[config.mk]
export PLATFORM = sky130hd
export DESIGN_NAME = bit_deserializer
export DESIGN_NICKNAME = d
export VERILOG_FILES = /design/src/rtl/bit_deserializer_pkg.sv /design/src/rtl/bit_shift_reg.sv /design/src/rtl/bit_deserializer.sv
export SDC_FILE = /design/constraint.sdc
export NUM_CORES = 1
export LEC_CHECK = 0
export ABC_AREA = 1
export ABC_CLOCK_PERIOD_IN_PS = 1450
export CORE_UTILIZATION = 51
export CTS_BUF_LIST = sky130_fd_sc_hd__clkbuf_8
export DETAILED_ROUTE_END_ITERATION = 16
export PLACE_DENSITY = 0.83
export SKIP_CTS_REPAIR_TIMING = 1
export SLEW_MARGIN = 15
export SYNTH_ARGS = -nofsm -noshare
export SYNTH_HDL_FRONTEND = slang
export SYNTH_SLANG_ARGS = --single-unit
[constraint.sdc]
create_clock -name clk -period 1.45 [get_ports clk]
set_input_delay 0.29 -clock clk [delete_from_list [all_inputs] [get_ports clk]]
set_output_delay 0.29 -clock clk [all_outputs]
set_load 0.02 [all_outputs]
[src/rtl/bit_deserializer_pkg.sv]
// bit_deserializer_pkg
//   Shared types and helpers for the serial-to-parallel collector.
//   out_state_t : output holding register state (empty / holding a word)
//   cnt_w()     : width of a counter that must represent 0..width
package bit_deserializer_pkg;

  typedef enum logic {
    OUT_EMPTY = 1'b0,
    OUT_FULL  = 1'b1
  } out_state_t;

  function automatic int cnt_w(input int width);
    return $clog2(width + 1);
  endfunction

endpackage

[src/rtl/bit_shift_reg.sv]
// bit_shift_reg
//   WIDTH-bit serial-in shift register.
//   clk      : rising-edge clock
//   rst_n    : async active-low reset, clears value
//   clr      : sync clear, wins over shift_en
//   shift_en : shift bit_in in on this edge
//   bit_in   : serial data
//   value    : register contents
//   MSB_FIRST=1 shifts toward the MSB (new bit enters at [0]), so the first
//   bit ends up in [WIDTH-1] after WIDTH shifts. MSB_FIRST=0 mirrors that.
module bit_shift_reg #(
  parameter int WIDTH     = 8,
  parameter bit MSB_FIRST = 1'b1
) (
  input  logic             clk,
  input  logic             rst_n,
  input  logic             clr,
  input  logic             shift_en,
  input  logic             bit_in,
  output logic [WIDTH-1:0] value
);

  logic [WIDTH-1:0] value_nxt;

  generate
    if (MSB_FIRST) begin : g_msb
      assign value_nxt = {value[WIDTH-2:0], bit_in};
    end else begin : g_lsb
      assign value_nxt = {bit_in, value[WIDTH-1:1]};
    end
  endgenerate

  always_ff @(posedge clk or negedge rst_n) begin
    if (!rst_n)        value <= '0;
    else if (clr)      value <= '0;
    else if (shift_en) value <= value_nxt;
  end

endmodule

[src/rtl/bit_deserializer.sv]
// bit_deserializer
//   Collects WIDTH accepted serial bits into a word and presents it on a
//   valid/ready port. The bit stream cannot stall, so a word completing while
//   the previous one is still unconsumed is dropped and flags sticky overrun.
//   clk        : rising-edge clock
//   rst_n      : async active-low reset
//   bit_valid  : bit_in is accepted on this edge
//   bit_in     : serial data
//   sync_clr   : sync clear of all state, highest priority
//   word_out   : assembled word, held while word_valid
//   word_valid : word_out holds an unconsumed word
//   word_ready : consumer takes word_out when word_valid & word_ready
//   bit_count  : bits collected toward the next word (0..WIDTH-1)
//   overrun    : sticky, a completed word was dropped
//   All outputs are registered.
module bit_deserializer
  import bit_deserializer_pkg::*;
#(
  parameter int WIDTH     = 8,
  parameter bit MSB_FIRST = 1'b1
) (
  input  logic                    clk,
  input  logic                    rst_n,
  input  logic                    bit_valid,
  input  logic                    bit_in,
  input  logic                    sync_clr,
  output logic [WIDTH-1:0]        word_out,
  output logic                    word_valid,
  input  logic                    word_ready,
  output logic [cnt_w(WIDTH)-1:0] bit_count,
  output logic                    overrun
);

  localparam int            CW   = cnt_w(WIDTH);
  localparam logic [CW-1:0] LAST = CW'(WIDTH - 1);

  logic [WIDTH-1:0] acc;
  logic [WIDTH-1:0] acc_nxt;
  logic [CW-1:0]    cnt_q;
  logic [WIDTH-1:0] word_q;
  logic             ovr_q;
  out_state_t       state_q, state_d;

  logic accept, complete, handshake;
  logic load_word, set_ovr;

  // sync_clr discards the bit offered on the same edge
  assign accept    = bit_valid & ~sync_clr;
  assign complete  = accept & (cnt_q == LAST);
  assign handshake = (state_q == OUT_FULL) & word_ready;

  // ---------------------------------------------------------------------------
  // Accumulator
  // ---------------------------------------------------------------------------
  bit_shift_reg #(
    .WIDTH     (WIDTH),
    .MSB_FIRST (MSB_FIRST)
  ) u_acc (
    .clk      (clk),
    .rst_n    (rst_n),
    .clr      (sync_clr),
    .shift_en (bit_valid),
    .bit_in   (bit_in),
    .value    (acc)
  );

  // The word loads on the edge that captures its last bit, so the output
  // register needs the post-shift value rather than acc itself.
  generate
    if (MSB_FIRST) begin : g_nxt_msb
      assign acc_nxt = {acc[WIDTH-2:0], bit_in};
    end else begin : g_nxt_lsb
      assign acc_nxt = {bit_in, acc[WIDTH-1:1]};
    end
  endgenerate

  // ---------------------------------------------------------------------------
  // Bit counter
  // ---------------------------------------------------------------------------
  always_ff @(posedge clk or negedge rst_n) begin
    if (!rst_n)        cnt_q <= '0;
    else if (sync_clr) cnt_q <= '0;
    else if (accept)   cnt_q <= complete ? '0 : cnt_q + CW'(1);
  end

  // ---------------------------------------------------------------------------
  // Output FSM
  // ---------------------------------------------------------------------------
  always_ff @(posedge clk or negedge rst_n) begin
    if (!rst_n)        state_q <= OUT_EMPTY;
    else if (sync_clr) state_q <= OUT_EMPTY;
    else               state_q <= state_d;
  end

  always_comb begin
    state_d = state_q;
    case (state_q)
      OUT_EMPTY: if (complete)               state_d = OUT_FULL;
      OUT_FULL:  if (handshake && !complete) state_d = OUT_EMPTY;
      default:                               state_d = OUT_EMPTY;
    endcase
  end

  // A completion is only lost when the held word is not leaving on the
  // same edge; a simultaneous handshake frees the slot for the new word.
  always_comb begin
    load_word = 1'b0;
    set_ovr   = 1'b0;
    case (state_q)
      OUT_EMPTY: load_word = complete;
      OUT_FULL: begin
        load_word = complete & handshake;
        set_ovr   = complete & ~handshake;
      end
      default: ;
    endcase
  end

  // ---------------------------------------------------------------------------
  // Output word and sticky overrun
  // ---------------------------------------------------------------------------
  always_ff @(posedge clk or negedge rst_n) begin
    if (!rst_n)         word_q <= '0;
    else if (sync_clr)  word_q <= '0;
    else if (load_word) word_q <= acc_nxt;
  end

  always_ff @(posedge clk or negedge rst_n) begin
    if (!rst_n)        ovr_q <= 1'b0;
    else if (sync_clr) ovr_q <= 1'b0;
    else if (set_ovr)  ovr_q <= 1'b1;
  end

  assign word_out   = word_q;
  assign word_valid = (state_q == OUT_FULL);
  assign bit_count  = cnt_q;
  assign overrun    = ovr_q;

endmodule

==> impl_metrics.yaml <==
timing:
  setup_slack_ns: 0.07274
  hold_violations: 0
  finClkSkew_ns: 0.003914
  finalCritPeriodShare_pct: 94.98
  fin_setup_tns_ns: 0
  setup_viol: 0
  max_freq_ghz: 0.7261
  max-slew-margin-rel_pct: 74.47
  final.min_clock_period_ns: 1.377
  worst_pin_slew_ns: 0.3815
  rsz0062_at_grt: "false"
  maxSlewViolCount: 0
routing:
  dr.pass1.iters: 4
  ant_nets: 0
  drt-initial-drc-count: 17
  drc_errors: 0
  vias: 806
  wl_per_cell_um: 13.30
  vias_per_cell: 5.446
  routed_wl_um: 1969
floorplanning:
  fp.dieH_um: 44.52
  rows: 15
  core-area_um2: 1708
  die_w_um: 44.52
  start_util_pct: 53.99
  io-pin-count: 20
  die_area_um2: 1982
global_routing:
  overflow: 0
  grt_max_degree: 22
  grt_util_all_layers_pct: 20.96
  grt_pass1_wl_um: 3008
  first_global_vias: 675
  antenna_found_initial: 0
final_layout:
  fin_area_um2: 1262
  num-nets-final: 131
  finalCoreUtilization_pct: 73.92
  final_layout_size_suffix_gt1_share_pct: 16.26
  num_antenna_cells: 0
  syn2layout_area_growth_pct: 36.91
cts:
  cts_tree: "yes"
  clock-sinks: 21
  cts_root_buffer: "clkbuf_8"
  htreeDepth: 1
  clkTransAtPathRegs_ns: 0.08
  clock_latency_ns: 0.26
  clockBufferDepth: 2
  cts_made_buffers: 3
place:
  placed_area_um2: 1181
  portBuffers: 19
  preCtsSetupSlack_ns: -0.1899
  gp_congestion: 0.8566
  dp_hpwl_um: 1396
min_path:
  hold_class: "input pin to async pin"
synthesis:
  synth_top_family_by_area: "simple AND/OR/NAND/NOR gates"
  synthMostInstantiatedCell: "dfrtp_1"
  synth_common_cells: "dfrtp_1, nand2_1, nand3_1, nand4_1, inv_1"
  synth-compound-area-share_pct: 8.548
  async_reset_ff_share_pct: 100.0
  synthAdderAreaFrac_pct: 1.357
  synth_cell_types: 19
  syn_nets: 102
  synth.top_cell.area_share_pct: 56.99
  yosys_warnings: 0
  synth_xor_area_share_pct: 0
  synth_area_leader_cell: "dfrtp_1"
  yosys.area_share.simple_pct: 26.59
  syn_inst: 95
  netlist_top_cells_area: "dfrtp_1, nand2_1, nand4_1"
  ys_ff_latch: 21
  synth_area_um2: 922.1
  syn_avg_cell_area_um2: 9.707
  synth_edf_count: 0
  synth-seq-area-share_pct: 56.99
  synth.area.mux_share_pct: 0
  yosys_most_used_dff: "dfrtp_1"
power_and_ir_drop:
  pwr_density_cell_nw_per_um2: 962.5
  p_leak_nw: 0.8258
  total_power_w: 0.001215
  vdd_drop_max_mv: 0.5926
run:
  max_cap_violations: 0
setup_path:
  criticalPathCategory: "input pin to flop"
  end_kind: "flop"
  crit_chain: "clkdlybuf4s50_1 -> nor2_1 -> inv_2 -> o21ai_0"
  critPathSlowestCell: "clkdlybuf4s50_1"
  start_kind: "input pin"
  slowest_delay_ns: 0.55
  cp.arrival_ns: 1.54
  crit_required_ns: 1.61
  critPathMaxFanout: 6
status:
  outcome: "finished, final reports clean"
[metrics by stage]
stage                     cells  hold slack, ns
after CTS                   148          0.3848
after floorplan              95       -0.005591
final                       148          0.3770
after detailed placement    144          0.4773
after global routing        148          0.3981
after global placement      144          0.4709
[routing by layer]
metal  share of wire (%)  track usage [%]
met4                0.56            9.091
met2                  49            33.82
met5                   0                0
met1                  45            28.50
met3                 5.4            2.449
[critical path, delay by kind of cell]
| family | cells | cell delay, ns |
|---|---|---|
| and+or+nand+nor | 1 | 0.37 |
| buffers and inverters | 2 | 0.66 |
| AOI/OAI and AO/OA | 1 | 0.22 |
[report_power, final]
group          internal (W)  switching (W)
Clock              0.000191       0.000188
Sequential         0.000611      0.0000314
Combinational     0.0000858       0.000108
[cell families after synthesis]
| logic type | after synthesis |
|---|---|
| AO/OA/AOI/OAI | 13 |
| adder cells (fa/ha/maj) | 1 |
| buffers and inverters | 13 |
| flip-flops | 21 |
| AND/OR/NAND/NOR | 47 |
[cells in the final DEF, fill, tap and decap left out, types with 2 or more instances in the layout]
cell type	instances
o31ai_1	2
o21ai_0	3
nor2_4	2
a21oi_1	3
inv_2	3
nor2_1	3
nand3_1	11
clkbuf_8	3
clkdlybuf4s50_1	5
dfrtp_1	21
nand3_2	2
nand4_1	10
dlymetal6s2s_1	14
o22ai_1	4
inv_1	7
buf_4	8
nand2_1	18
[layout make-up]
cell class / count / area, um^2
Clock buffer: 3 / 41.29
Clock inverter: 1 / 5.005
Fill cell: 106 / 445.4
Inverter: 10 / 37.54
Multi-Input combinational cell: 61 / 336.6
Sequential cell: 21 / 525.5
Tap cell: 25 / 31.28
Timing Repair Buffer: 27 / 285.3
[sequential cells by signal, indices dropped and copies added (netlist names)]
| signal | flops |
|---|---|
| word_out | 8 |
| word_valid | 1 |
| bit_count | 4 |
| u_acc.value | 7 |
| overrun | 1 |
[final timing paths]
kind | from | end | slack, ns | depth (start not counted)
max | sync_clr | u_acc.value[0] | 0.07 | 4
min | rst_n | word_out[6] | 0.38 | 2
max reg2reg | bit_count[0] | word_out[2] | 0.10 | 5
min reg2reg | overrun | overrun | 0.49 | 2
max in group asynchronous | rst_n | word_valid | 0.85 | 2
min in group clk | overrun | overrun | 0.49 | 2
Note: power is estimated with default switching activity, not from simulation.
